===== src/rtl/sram_word_packer.sv =====
`default_nettype none
// ============================================================================
//  Module      : sram_word_packer
//  Description : Packs a byte-wide SRAM write stream (from the SPI RAM loader)
//                into 32-bit little-endian word writes with byte-lane selects.
//                A 2-entry output queue with an ack handshake absorbs RAM-side
//                stalls; a word pushed into a full queue without a
//                simultaneous pop is dropped and flagged on a sticky overflow
//                output.
//                Optional macro SRAM_WORD_PACKER_FULL_WORD_EN: every pushed
//                word carries sel=4'hF, with missing lanes written as 8'h00.
//  Revision    : 1.0 - initial release
// ============================================================================
module sram_word_packer #(
    parameter int AW      = 16,
    parameter int TIMEOUT = 255
) (
    input  logic          i_clk,
    input  logic          i_rst,
    input  logic [AW-1:0] i_waddr,
    input  logic [7:0]    i_wdata,
    input  logic          i_wen,
    output logic [AW-3:0] o_waddr,
    output logic [31:0]   o_wdata,
    output logic [3:0]    o_sel,
    output logic          o_wen,
    input  logic          i_ack,
    output logic          o_busy,
    output logic          o_overflow
);

    localparam int             c_cw      = $clog2(TIMEOUT + 1);
    localparam logic [c_cw-1:0] c_to_last = c_cw'(TIMEOUT - 1);

    // Accumulator state
    logic            r_acc_valid;
    logic [AW-3:0]   r_acc_addr;
    logic [31:0]     r_acc_data;
    logic [3:0]      r_acc_sel;
    logic [c_cw-1:0] r_idle_cnt;

    // Output queue state
    logic [AW-3:0]   r_q_addr [2];
    logic [31:0]     r_q_data [2];
    logic [3:0]      r_q_sel  [2];
    logic            r_wr_ptr;
    logic            r_rd_ptr;
    logic [1:0]      r_count;
    logic            r_overflow;

    // Incoming byte decode
    logic [1:0]      w_lane;
    logic [AW-3:0]   w_word;
    logic [3:0]      w_lane_sel;
    logic [31:0]     w_lane_mask;
    logic [31:0]     w_byte_data;
    logic [31:0]     w_merge_data;
    logic [3:0]      w_merge_sel;
    logic            w_same_word;

    // Next accumulator state and push request
    logic            w_nxt_valid;
    logic [AW-3:0]   w_nxt_addr;
    logic [31:0]     w_nxt_data;
    logic [3:0]      w_nxt_sel;
    logic            w_push;
    logic [AW-3:0]   w_push_addr;
    logic [31:0]     w_push_data;
    logic [3:0]      w_push_sel;
    logic [3:0]      w_push_sel_q;

    // Queue control
    logic            w_full;
    logic            w_pop;
    logic            w_accept;
    logic            w_drop;

    // Byte lane decode and merge of the incoming byte into the accumulator
    always_comb begin
        w_lane       = i_waddr[1:0];
        w_word       = i_waddr[AW-1:2];
        w_lane_sel   = 4'b0001 << w_lane;
        w_lane_mask  = {{8{w_lane_sel[3]}}, {8{w_lane_sel[2]}},
                        {8{w_lane_sel[1]}}, {8{w_lane_sel[0]}}};
        w_byte_data  = {24'd0, i_wdata} << {w_lane, 3'b000};
        w_merge_data = (r_acc_data & ~w_lane_mask) | w_byte_data;
        w_merge_sel  = r_acc_sel | w_lane_sel;
        w_same_word  = r_acc_valid && (r_acc_addr == w_word);
    end

    // Accumulator next state and single push source per cycle
    always_comb begin
        w_nxt_valid = r_acc_valid;
        w_nxt_addr  = r_acc_addr;
        w_nxt_data  = r_acc_data;
        w_nxt_sel   = r_acc_sel;
        w_push      = 1'b0;
        w_push_addr = r_acc_addr;
        w_push_data = r_acc_data;
        w_push_sel  = r_acc_sel;
        if (i_wen) begin
            if (w_same_word) begin
                if (w_merge_sel == 4'hF) begin
                    // Completed word leaves immediately; accumulator empties
                    w_push      = 1'b1;
                    w_push_data = w_merge_data;
                    w_push_sel  = w_merge_sel;
                    w_nxt_valid = 1'b0;
                    w_nxt_data  = 32'd0;
                    w_nxt_sel   = 4'd0;
                end else begin
                    w_nxt_data = w_merge_data;
                    w_nxt_sel  = w_merge_sel;
                end
            end else begin
                // Different word evicts the old partial word (if any);
                // a single fresh byte can never complete a word.
                w_push      = r_acc_valid;
                w_nxt_valid = 1'b1;
                w_nxt_addr  = w_word;
                w_nxt_data  = w_byte_data;
                w_nxt_sel   = w_lane_sel;
            end
        end else if (r_acc_valid && (r_idle_cnt == c_to_last)) begin
            // TIMEOUT-th consecutive idle cycle: flush the partial word
            w_push      = 1'b1;
            w_nxt_valid = 1'b0;
            w_nxt_data  = 32'd0;
            w_nxt_sel   = 4'd0;
        end
    end

`ifdef SRAM_WORD_PACKER_FULL_WORD_EN
    // Missing lanes already hold zero, so forcing all enables writes 8'h00
    assign w_push_sel_q = 4'hF;
`else
    assign w_push_sel_q = w_push_sel;
`endif

    assign w_full   = (r_count == 2'd2);
    assign w_pop    = o_wen & i_ack;
    assign w_accept = w_push & (~w_full | w_pop);
    assign w_drop   = w_push & w_full & ~w_pop;

    // Accumulator and idle-timeout counter registers
    always_ff @(posedge i_clk) begin
        if (i_rst) begin
            r_acc_valid <= 1'b0;
            r_acc_addr  <= '0;
            r_acc_data  <= 32'd0;
            r_acc_sel   <= 4'd0;
            r_idle_cnt  <= '0;
        end else begin
            r_acc_valid <= w_nxt_valid;
            r_acc_addr  <= w_nxt_addr;
            r_acc_data  <= w_nxt_data;
            r_acc_sel   <= w_nxt_sel;
            if (i_wen || !w_nxt_valid) begin
                r_idle_cnt <= '0;
            end else begin
                r_idle_cnt <= r_idle_cnt + 1'b1;
            end
        end
    end

    // Two-entry output FIFO with sticky overflow on dropped pushes
    always_ff @(posedge i_clk) begin
        if (i_rst) begin
            for (int i = 0; i < 2; i++) begin
                r_q_addr[i] <= '0;
                r_q_data[i] <= 32'd0;
                r_q_sel[i]  <= 4'd0;
            end
            r_wr_ptr   <= 1'b0;
            r_rd_ptr   <= 1'b0;
            r_count    <= 2'd0;
            r_overflow <= 1'b0;
        end else begin
            if (w_accept) begin
                r_q_addr[r_wr_ptr] <= w_push_addr;
                r_q_data[r_wr_ptr] <= w_push_data;
                r_q_sel[r_wr_ptr]  <= w_push_sel_q;
                r_wr_ptr           <= ~r_wr_ptr;
            end
            if (w_pop) begin
                r_rd_ptr <= ~r_rd_ptr;
            end
            if (w_accept && !w_pop) begin
                r_count <= r_count + 2'd1;
            end else if (w_pop && !w_accept) begin
                r_count <= r_count - 2'd1;
            end
            if (w_drop) begin
                r_overflow <= 1'b1;
            end
        end
    end

    // Head-of-queue presentation; outputs read zero while the queue is empty
    assign o_wen      = (r_count != 2'd0);
    assign o_waddr    = o_wen ? r_q_addr[r_rd_ptr] : '0;
    assign o_wdata    = o_wen ? r_q_data[r_rd_ptr] : 32'd0;
    assign o_sel      = o_wen ? r_q_sel[r_rd_ptr]  : 4'd0;
    assign o_busy     = r_acc_valid | o_wen;
    assign o_overflow = r_overflow;

endmodule
`default_nettype wire


===== config.mk =====
export PLATFORM = sky130hd
export DESIGN_NAME = sram_word_packer
export DESIGN_NICKNAME = d
export VERILOG_FILES = /design/src/rtl/sram_word_packer.sv
export SDC_FILE = /design/constraint.sdc
export NUM_CORES = 1
export LEC_CHECK = 0
export BUFFER_PORTS_ARGS = -buffer_cell sky130_fd_sc_hd__buf_2
export CORE_UTILIZATION = 40
export CTS_CLUSTER_DIAMETER = 40
export DETAILED_ROUTE_END_ITERATION = 6
export GPL_TIMING_DRIVEN = 0
export PLACE_DENSITY = 0.59
export REMOVE_ABC_BUFFERS = 1
export SETUP_SLACK_MARGIN = 0.15
export SLEW_MARGIN = 10
export SYNTH_ARGS = -nofsm -noshare
export SYNTH_HDL_FRONTEND = slang
export SYNTH_SLANG_ARGS = --single-unit

===== constraint.sdc =====
create_clock -name i_clk -period 5.58 [get_ports i_clk]
set_clock_uncertainty 0.05 [all_clocks]
set_input_delay 0.279 -clock i_clk [delete_from_list [all_inputs] [get_ports i_clk]]
set_output_delay 0.279 -clock i_clk [all_outputs]
set_load 0.005 [all_outputs]

==> impl_metrics.tcl <==
set metrics [dict create \
    ys_warn_count 0 \
    cts_tree "built" \
    die-area_sq_mm 0.0202 \
    path_delay_family "simple AND/OR/NAND/NOR gates" \
    hold_path.class "in -> reg" \
    netlist_top_cells_area "edfxtp_1, dfxtp_1, mux2i_1, a211oi_1, a22o_1" \
    avgSynthCellArea_sq_um 10.9 \
    ctsResizeCount 0 \
    yosys-top-cells-count "edfxtp_1, nor2_1, dfxtp_1, a211oi_1, mux2i_1" \
    clk_latency_ps 420 \
    final_nets 798 \
    viasPerCell 5.63 \
    fin_cells 1040 \
    yosys_most_used_dff "edfxtp_1" \
    period_needed_ps 3830 \
    place.gp.congestion 0.769 \
    yosysMostFrequentCell "edfxtp_1" \
    leakagePower_uw 0.00315 \
    cp.buffers_inverters 2 \
    finalMaxSlewViolations 0 \
    final_antenna_net_count 0 \
    htree_levels 4 \
    syn2layout_area_growth_pct 17.9 \
    hold_viol_final 0 \
    cts_buffer_depth 2 \
    cp-end-kind "flip-flop" \
    die_h_um 142 \
    dr_wl_met2_mm 9.49 \
    timing.fmax_ghz 0.261 \
    required_ps 5880 \
    fillCellCount 1695 \
    start_util 0.414 \
    async_reset_ff_frac 0 \
    syn_inst 717 \
    cts_root_buf "clkbuf_16" \
    topRoutingLayerUsed "met4" \
    ff_latch_area_sq_mm 0.00431 \
    cts_buffers 17 \
    pre_cts_ws_ps 1710 \
    die_width_um 142 \
    synth_cell_types 45 \
    post_drt_wl_per_cell_um 18.4 \
    multi_input_area_sq_mm 0.00322 \
    ys_seq_area_frac 0.549 \
    yosys.area.top_type_share 0.383 \
    n_antenna_cell 0 \
    clk_pin_slew_ps 60 \
    slowest_stage "or4_2" \
    synth_area_sq_mm 0.00785 \
    grt_use_total 0.197 \
    slowest_delay_ps 910 \
    dpl.cell_count 1008 \
    grt_first_pass_wirelength_mm 30.8 \
    grt_overflow 0 \
    io_buffers 80 \
    final-setup-viol-count 0 \
    drive_gt1_frac 0.187 \
    clock_sinks 165 \
    grt_pass1_vias 5818 \
    cp_max_fo 41 \
    io_pins 81 \
    wl_met3_um 753 \
    timing.final.crit_share 0.687 \
    routed_wl_mm 19.1 \
    ys_ff_latch 165 \
    hpwl_mm 12.5 \
    slew-limit-headroom 0.205 \
    path_class "reg -> reg" \
    worstMarginPinSlew_ps 1190 \
    cp.arrival_ps 4130 \
    cap_violations 0 \
    crit_path_start_kind "flip-flop" \
    coreArea_sq_mm 0.0190 \
    status "completed" \
    cts_setup_buffers 0 \
    vias 5860 \
    rsz0062_at_grt "no" \
    synth-edff-count 100 \
    path_cells "xnor2_1 > nand4_1 > or4_2 > buf_12 > o31ai_4 > inv_1 > ha_1 > or3_1 > a21oi_1" \
    yosysTopAreaCell "edfxtp_1" \
    antenna_found_initial 0 \
    drt_iter0_drc 401 \
    post-route-drc-count 0 \
    met1_length_mm 8.61 \
    ir_drop_v 0.000218 \
    num_rows 50 \
    grt_max_degree 52 \
    first_pass_iters 5 \
    power.density_mw_per_mm2 363 \
    setup_ws_ps 1750 \
    cts_hold_buf 0 \
]
[cells by family (layout without fill, tap and decap cells)]
family | Yosys count | count (layout) | share of synthesized area
AOI/OAI and AO/OA | 191 | 191 | 0.187
buffers and inverters | 87 | 150 | 0.0458
muxes | 54 | 54 | 0.0691
DFF | 165 | 165 | 0.549
xor gates and xnor gates | 23 | 23 | 0.0257
and+or+nand+nor | 194 | 194 | 0.119
adders and majority gates | 3 | 3 | 0.00479
[metrics by stage]
stage / power (uW) / instance area (sq um) / utilization / setup TNS (ps) / hold slack [ps]
3_3_place_gp: 2130 / 8290 / 0.438 / -469460 / 404
3_5_place_dp: 2170 / 8640 / 0.456 / 0 / 408
2_1_floorplan: 1840 / 7570 / - / -92620 / 298
4_1_cts: 3380 / 9250 / 0.488 / 0 / 65.2
6_report: 3350 / 9250 / 0.488 / 0 / 74.8
5_1_grt: 3490 / 9250 / 0.488 / 0 / 79.4
[cell usage in the layout (no fill, tap or decap), types with 4 or more instances in the layout]
master and n:
edfxtp_1 100, buf_2 80, nor2_1 69, a211oi_1 64, dfxtp_1 64, mux2i_1 53, nand3_1 51, o21ai_0 51
nor3_1 40, a22o_1 32, inv_1 21, a21oi_1 17, clkbuf_16 17, xnor2_1 15, xor2_1 8, nand2_1 7
a31oi_1 7, nand4_1 6, buf_16 5, buf_8 5, nand2b_1 4, o41ai_4 4, bufinv_16 4
[sequential cells by signal (all words and copies together) (netlist names), named ones only]
| signal | flops |
|---|---|
| r_q_data | 64 |
| r_acc_data | 32 |
| r_q_addr | 28 |
| r_acc_addr | 14 |
| r_idle_cnt | 8 |
| r_q_sel | 8 |
| r_acc_sel | 4 |
| r_count | 2 |
| o_overflow | 1 |
| r_acc_valid | 1 |
| r_rd_ptr | 1 |
| r_wr_ptr | 1 |
[power by group]
group / switching (uW) / total [uW] / internal [uW]
combinational: 401 / 704 / 303
sequential: 74.9 / 1430 / 1350
clock: 474 / 1220 / 746
total: 950 / 3350 / 2400
[worst paths after layout]
path	cells after the start	slack, ps	to	from
setup / recovery	9	1750	r_count[1]	r_acc_addr[4]
hold / removal	3	70	r_acc_addr[10]	i_waddr[12]
setup reg to reg	9	1750	r_count[1]	r_acc_addr[4]
hold reg to reg	1	430	r_acc_data[2]	r_acc_data[2]
[tightest hold or removal path: cells and delay by family]
family	cells	cell delay [ps]
buffers and inverters	1	100
AND/OR/NAND/NOR	1	70
multiplexers	1	60
[routing by layer]
layer  vias to the layer above  global-route usage
met4                         0              0.0730
met1                      2905               0.249
li1                       2812                   -
met2                       124               0.340
met3                        19              0.0303
met5                         -                   0
[cell type report]
| cell class | instances | area share |
|---|---|---|
| clock buffers | 18 | 0.0464 |
| clock inverters | 14 | 0.0197 |
| inverters | 22 | 0.00893 |
| multi-input cells | 465 | 0.348 |
| flip-flops and latches | 165 | 0.466 |
| well taps | 260 | 0.0352 |
| repair buffers | 96 | 0.0764 |
Note: power is estimated with default switching activity, not from simulation.
